File: config.mk
export PLATFORM = sky130hd
export DESIGN_NAME = board_writer
export DESIGN_NICKNAME = d
export VERILOG_FILES = /design/src/rtl/game_pkg.sv /design/src/rtl/col_height_counter.sv /design/src/rtl/board_writer.sv
export SDC_FILE = /design/constraint.sdc
export NUM_CORES = 1
export LEC_CHECK = 0
export ABC_AREA = 1
export CORE_MARGIN = 1.5
export CORE_UTILIZATION = 53
export CTS_BUF_LIST = sky130_fd_sc_hd__clkbuf_16
export CTS_CLUSTER_DIAMETER = 60
export DETAILED_ROUTE_END_ITERATION = 8
export GPL_ROUTABILITY_DRIVEN = 0
export GPL_TIMING_DRIVEN = 0
export HOLD_SLACK_MARGIN = 0.02
export PLACE_DENSITY = 0.8
export SYNTH_ARGS = -nofsm -noshare
export SYNTH_HDL_FRONTEND = slang
export SYNTH_HIERARCHICAL = 1
export SYNTH_SLANG_ARGS = --single-unit
File: constraint.sdc
create_clock -name clk -period 2.55 [get_ports clk]
set_input_delay 0.51 -clock clk [delete_from_list [all_inputs] [get_ports clk]]
set_output_delay 0.51 -clock clk [all_outputs]
set_load 0.03 [all_outputs]
File: src/rtl/game_pkg.sv
// Shared types and board geometry for the Connect-4 board writer.
package game_pkg;

  localparam int ROWS  = 6;
  localparam int COLS  = 7;
  localparam int CELLS = ROWS * COLS;

  typedef enum logic [1:0] {
    EMPTY = 2'b00,
    P1    = 2'b01,
    P2    = 2'b10
  } cell_t;

  typedef enum logic [1:0] {
    ERR_NONE  = 2'b00,
    ERR_COL   = 2'b01,
    ERR_FULL  = 2'b10,
    ERR_STATE = 2'b11
  } err_t;

  typedef enum logic [2:0] {
    S_IDLE,
    S_WRITE,
    S_CHECK,
    S_WAIT,
    S_CLEAR
  } state_t;

endpackage

File: src/rtl/col_height_counter.sv
// Per-column fill counters; each saturates at ROWS so a full column can never wrap.
module col_height_counter #(
  parameter int ROWS = game_pkg::ROWS,
  parameter int COLS = game_pkg::COLS
) (
  input  logic                  clk,
  input  logic                  rst,
  input  logic                  inc_en,
  input  logic [2:0]            inc_col,
  input  logic                  clr,
  output logic [COLS-1:0][2:0]  heights,
  output logic [COLS-1:0]       col_full
);

  localparam logic [2:0] HMAX = 3'(ROWS);

  logic [COLS-1:0][2:0] r_h;

  // Count one piece into the selected column; clear wipes every column.
  always_ff @(posedge clk or negedge rst) begin
    if (!rst) begin
      r_h <= '0;
    end else if (clr) begin
      r_h <= '0;
    end else if (inc_en && (r_h[inc_col] != HMAX)) begin
      r_h[inc_col] <= r_h[inc_col] + 3'd1;
    end
  end

  // A column is full once its count reaches the row count.
  always_comb begin
    col_full = '0;
    for (int c = 0; c < COLS; c++) begin
      col_full[c] = (r_h[c] == HMAX);
    end
  end

  assign heights = r_h;

endmodule

File: src/rtl/board_writer.sv
// Writer side of the Connect-4 board: validates drops, lands pieces,
// hands each new board to the win checker and latches the verdict.
module board_writer #(
  parameter int ROWS = game_pkg::ROWS,
  parameter int COLS = game_pkg::COLS
) (
  input  logic                              clk,
  input  logic                              rst,
  input  logic                              move_valid,
  input  logic [2:0]                        move_col,
  input  logic [1:0]                        move_player,
  input  logic                              clear_req,
  input  logic                              win_flag,
  input  logic [1:0]                        winner_id,
  output logic [0:ROWS-1][0:COLS-1][1:0]    board,
  output logic                              check_en,
  output logic                              move_ready,
  output logic                              move_done,
  output logic                              move_err,
  output logic [1:0]                        err_code,
  output logic                              game_over,
  output logic [1:0]                        winner,
  output logic                              draw,
  output logic [COLS-1:0]                   col_full,
  output logic [5:0]                        move_count
);
  import game_pkg::*;

  localparam logic [3:0] COLS_LIM  = 4'(COLS);
  localparam logic [5:0] CELLS_LIM = 6'(ROWS * COLS);
  localparam logic [2:0] BOTTOM    = 3'(ROWS - 1);

  state_t                           r_state;
  logic [2:0]                       r_col;
  cell_t                            r_player;
  logic [0:ROWS-1][0:COLS-1][1:0]   r_board;
  logic                             r_check_en;
  logic                             r_move_done;
  logic                             r_move_err;
  err_t                             r_err;
  logic                             r_game_over;
  logic [1:0]                       r_winner;
  logic                             r_draw;
  logic [5:0]                       r_move_count;

  logic [COLS-1:0][2:0]             w_heights;
  logic [COLS-1:0]                  w_col_full;
  logic                             w_inc_en;
  logic [2:0]                       w_row;

  // A clear in the same cycle as WRITE cancels the increment.
  assign w_inc_en = (r_state == S_WRITE) && !clear_req;
  // Landing row: the lowest empty row of the latched column.
  assign w_row    = BOTTOM - w_heights[r_col];

  col_height_counter #(.ROWS(ROWS), .COLS(COLS)) u_heights (
    .clk      (clk),
    .rst      (rst),
    .inc_en   (w_inc_en),
    .inc_col  (r_col),
    .clr      (clear_req),
    .heights  (w_heights),
    .col_full (w_col_full)
  );

  // Move FSM with board array and game status; clear overrides every state.
  always_ff @(posedge clk or negedge rst) begin
    if (!rst) begin
      r_state      <= S_IDLE;
      r_col        <= '0;
      r_player     <= EMPTY;
      r_board      <= '0;
      r_check_en   <= 1'b0;
      r_move_done  <= 1'b0;
      r_move_err   <= 1'b0;
      r_err        <= ERR_NONE;
      r_game_over  <= 1'b0;
      r_winner     <= 2'b00;
      r_draw       <= 1'b0;
      r_move_count <= '0;
    end else begin
      r_check_en  <= 1'b0;
      r_move_done <= 1'b0;
      r_move_err  <= 1'b0;
      if (clear_req) begin
        r_state      <= S_CLEAR;
        r_board      <= '0;
        r_game_over  <= 1'b0;
        r_winner     <= 2'b00;
        r_draw       <= 1'b0;
        r_move_count <= '0;
      end else begin
        case (r_state)
          S_IDLE: begin
            if (move_valid) begin
              if (r_game_over || !((move_player == P1) || (move_player == P2))) begin
                r_move_err <= 1'b1;
                r_err      <= ERR_STATE;
              end else if ({1'b0, move_col} >= COLS_LIM) begin
                r_move_err <= 1'b1;
                r_err      <= ERR_COL;
              end else if (w_col_full[move_col]) begin
                r_move_err <= 1'b1;
                r_err      <= ERR_FULL;
              end else begin
                r_col    <= move_col;
                r_player <= cell_t'(move_player);
                r_state  <= S_WRITE;
              end
            end
          end
          S_WRITE: begin
            r_board[w_row][r_col] <= r_player;
            if (r_move_count != CELLS_LIM) begin
              r_move_count <= r_move_count + 6'd1;
            end
            r_check_en <= 1'b1;
            r_state    <= S_CHECK;
          end
          S_CHECK: begin
            r_state <= S_WAIT;
          end
          S_WAIT: begin
            if (win_flag) begin
              r_game_over <= 1'b1;
              r_winner    <= winner_id;
            end else if (r_move_count == CELLS_LIM) begin
              r_game_over <= 1'b1;
              r_draw      <= 1'b1;
              r_winner    <= 2'b00;
            end
            r_move_done <= 1'b1;
            r_state     <= S_IDLE;
          end
          default: begin
            r_state <= S_IDLE;
          end
        endcase
      end
    end
  end

  assign board      = r_board;
  assign check_en   = r_check_en;
  assign move_ready = (r_state == S_IDLE);
  assign move_done  = r_move_done;
  assign move_err   = r_move_err;
  assign err_code   = r_err;
  assign game_over  = r_game_over;
  assign winner     = r_winner;
  assign draw       = r_draw;
  assign col_full   = w_col_full;
  assign move_count = r_move_count;

endmodule

==> results of run 1 <==
-- worst max path at each step --
stage	slack [ps]	to
3_5_place_dp	-220	board[41]$_DFFE_PN0P_
5_1_grt	50	board[22]$_DFFE_PN0P_
4_1_cts	170	u_heights/heights[1]$_DFFE_PN0P_
6_report	140	board[25]$_DFFE_PN0P_
2_1_floorplan	690	u_heights/heights[0]$_DFFE_PN0P_
3_3_place_gp	-3960	u_heights/heights[12]$_DFFE_PN0P_
-- worst reg2reg max path, cell delays in order, from the launching register on --
cell and delay, ps:
dfrtp_1 480, buf_4 230, nor2_2 190, nand2_1 130, nor2_1 780, nand4_1 300, nand3_1 140, nand2_1 60
-- cell families after synthesis --
logic type	after synthesis	synth area share [%]
fa+ha+maj	4	0.742
buf+inv	128	8.59
flops	128	47.5
simple gates	566	40.3
compound gates	35	2.77
xor+xnor	1	0.130
-- metal layers --
metal / track usage [%] / up-vias / routed length (µm)
met4: 12.7 / 0 / 359
met2: 46.4 / 289 / 8790
li1: - / 3088 / -
met3: 5.86 / 34 / 1570
met1: 39.2 / 3003 / 7930
met5: 0 / - / 0
-- power breakdown --
| part | switching (W) | internal (W) |
|---|---|---|
| registers | 0.0000580 | 0.00207 |
| logic | 0.000864 | 0.000368 |
| clock network | 0.000866 | 0.00129 |
| total | 0.00179 | 0.00373 |
-- cells in the final DEF (no fill, tap or decap), types with 19 or more instances in the layout --
master / Yosys / layout
dfrtp_1: 128 / 128
nand2_1: 275 / 275
nand3_2: 25 / 25
clkdlybuf4s50_1: 0 / 117
nor2_1: 38 / 37
clkinv_1: 16 / 19
nand4_1: 27 / 27
inv_1: 57 / 62
nand3_1: 172 / 172
o21ai_0: 21 / 21
-- sequential cells by signal (all words and copies together), names as in the netlist --
name	count
move_count	6
u_heights/heights	21
r_player	2
game_over	1
draw	1
err_code	2
r_state	3
move_done	1
r_col	3
check_en	1
board	84
move_err	1
winner	2
-- synth_stat cells (2+ instances only) --
cell / instances
buf_1: 7
nor2_1: 38
clkbuf_1: 11
clkinv_1: 16
nand3_2: 25
o21ai_0: 21
nand4_1: 27
buf_4: 7
nor3_1: 3
ha_1: 4
inv_1: 57
dfrtp_1: 128
nand2_1: 275
buf_6: 7
nor2_8: 2
nor2_4: 7
inv_2: 15
nand2_2: 11
nor2_2: 3
nand3_1: 172
buf_2: 7
o21ai_1: 3
a21oi_1: 6
-- final cells by class --
cell class	count	area, µm²
timing repair buffer	119	1210
multi-input combinational	606	2960
inverter	88	330
fill	1037	3830
clock buffer	17	425
clock inverter	14	87.6
tap	172	215
sequential	128	3200
buffer	40	250
-- timing repair --
item                       in CTS  in global routing
buffers inserted                0                  0
setup endpoints to repair       0                 19
resized for setup               0                  3
-- stage by stage --
stage	power [W]	cell area, µm²	hold slack, ps	utilization [%]	std cells
final	0.00552	8680	60.1	69.4	1184
after CTS	0.00551	8680	89.1	69.3	1184
after detailed placement	0.00338	8170	466	65.2	1153
after global placement	0.00336	8140	461	65.0	1152
after floorplan	0.00305	6740	214	-	862
after global routing	0.00573	8680	116	69.4	1184
==> metrics, run 1 <==
outcome completed; CTS clock-pin slew for the worst setup and hold paths 50 ps; layout cell share with drive strength beyond 1 11.4%; HP Class in -> async; routed wire length 18600 µm; post-synth top area cell dfrtp_1; crit path from r_col[1]$_DFFE_PN0P_; H-tree depth 4; unrepaired setup endpoints after global routing false; nets@finish about 1000; GRT overflow 0; initial antenna violation count 0; synth top area cells dfrtp_1, nand2_1, nand3_1; max incr delay on CP 780 ps; post-route setup TNS 0 ps; Power Density 636 nW/µm²; # DRC 0; Post-synth EDFFs 0; Via Count roughly 6400; R2R Setup Slk ~140 ps; ys async rst share 100%; worst reg-to-reg path cell count 7; global-route wire length before repair ~30000 µm; Seq cells post-synth 128; startpoint class of the critical path flop; critical path depth in cells 7; maximum vdd drop about 390 µV; most used cell, CP nand2_1; Antenna Cells 0; max_cap viols 0; CTS Root Cell clkbuf_16; Core Box Area 12500 µm²; Routed WL per cell 15.8 µm; vias in the first global route roughly 6000; Iter 0 DRT Violations 644; Max Buffers Root-to-Sink 2; yosys warns 6; Initial Util 53.9%; min Tclk post-route 2410 ps; PortBufs 118; Post-Synthesis Cells 862; syn nets 878; drt first pass iters 5; Crit path required time approximately 2900 ps; CTS Sinks 128; cell area after synthesis approximately 6700 µm²; largest net degree at the start of global routing 67; worst-path cell chain buf_4 > nor2_2 > nand2_1 > nor2_1 > nand4_1 > nand3_1 > nand2_1; CTS tree built; Worst R2R End board[25]$_DFFE_PN0P_; crit-path max FO 9; fmax 414 MHz; Syn Area/Cell 7.82 µm²; DP HPWL 13100 µm; Slew HR 28.3%; # IOs 119; Yosys cell types 33; hold_buf cts 0; worst reg2reg startpoint r_col[1]$_DFFE_PN0P_; Bufs and invs on worst path 1; Rows between 40 and 50; Final WS setup 137 ps; Die Y 116 µm; Final Hold Viols 0; ANT nets after route 0; Horiz. Die Dim between 100 and 150 µm; Max Slew Vio Count 0; Least-Margin Pin Slew 1070 ps; CTS buffer count 17; slowest stage cell, crit path nor2_1; final setup violation count 0; arrival time worst endpoint approximately 2700 ps; drt via density 5.42; post-synth top area share 47.5%; post-place setup slack -223 ps; CP top delay family simple AND/OR/NAND/NOR gates; Final period util 94.6%; critical path class reg -> reg; DIE AREA 13400 µm²; top_reg_cell synth dfrtp_1; Critical Path End Type flop; Clock Skew between 10 and 15 ps; sequential area share after synthesis 47.5%; Area Growth Syn to Fin 28.8%; leakage power 4.35 nW; GRT Overall Usage 29.2%; Worst-Skew Late Latency approximately 430 ps
No activity file was read; power rests on OpenSTA's default activity.
==> run 2, diff against run 1 <==
--- a/config.mk
+++ b/config.mk
@@ -9,7 +9,6 @@
 export CORE_MARGIN = 1.5
 export CORE_UTILIZATION = 53
 export CTS_BUF_LIST = sky130_fd_sc_hd__clkbuf_16
-export CTS_CLUSTER_DIAMETER = 60
 export DETAILED_ROUTE_END_ITERATION = 8
 export GPL_ROUTABILITY_DRIVEN = 0
 export GPL_TIMING_DRIVEN = 0
==> results of run 2 <==
No change in the layout: final DEF, timing and power equal those of run 1.
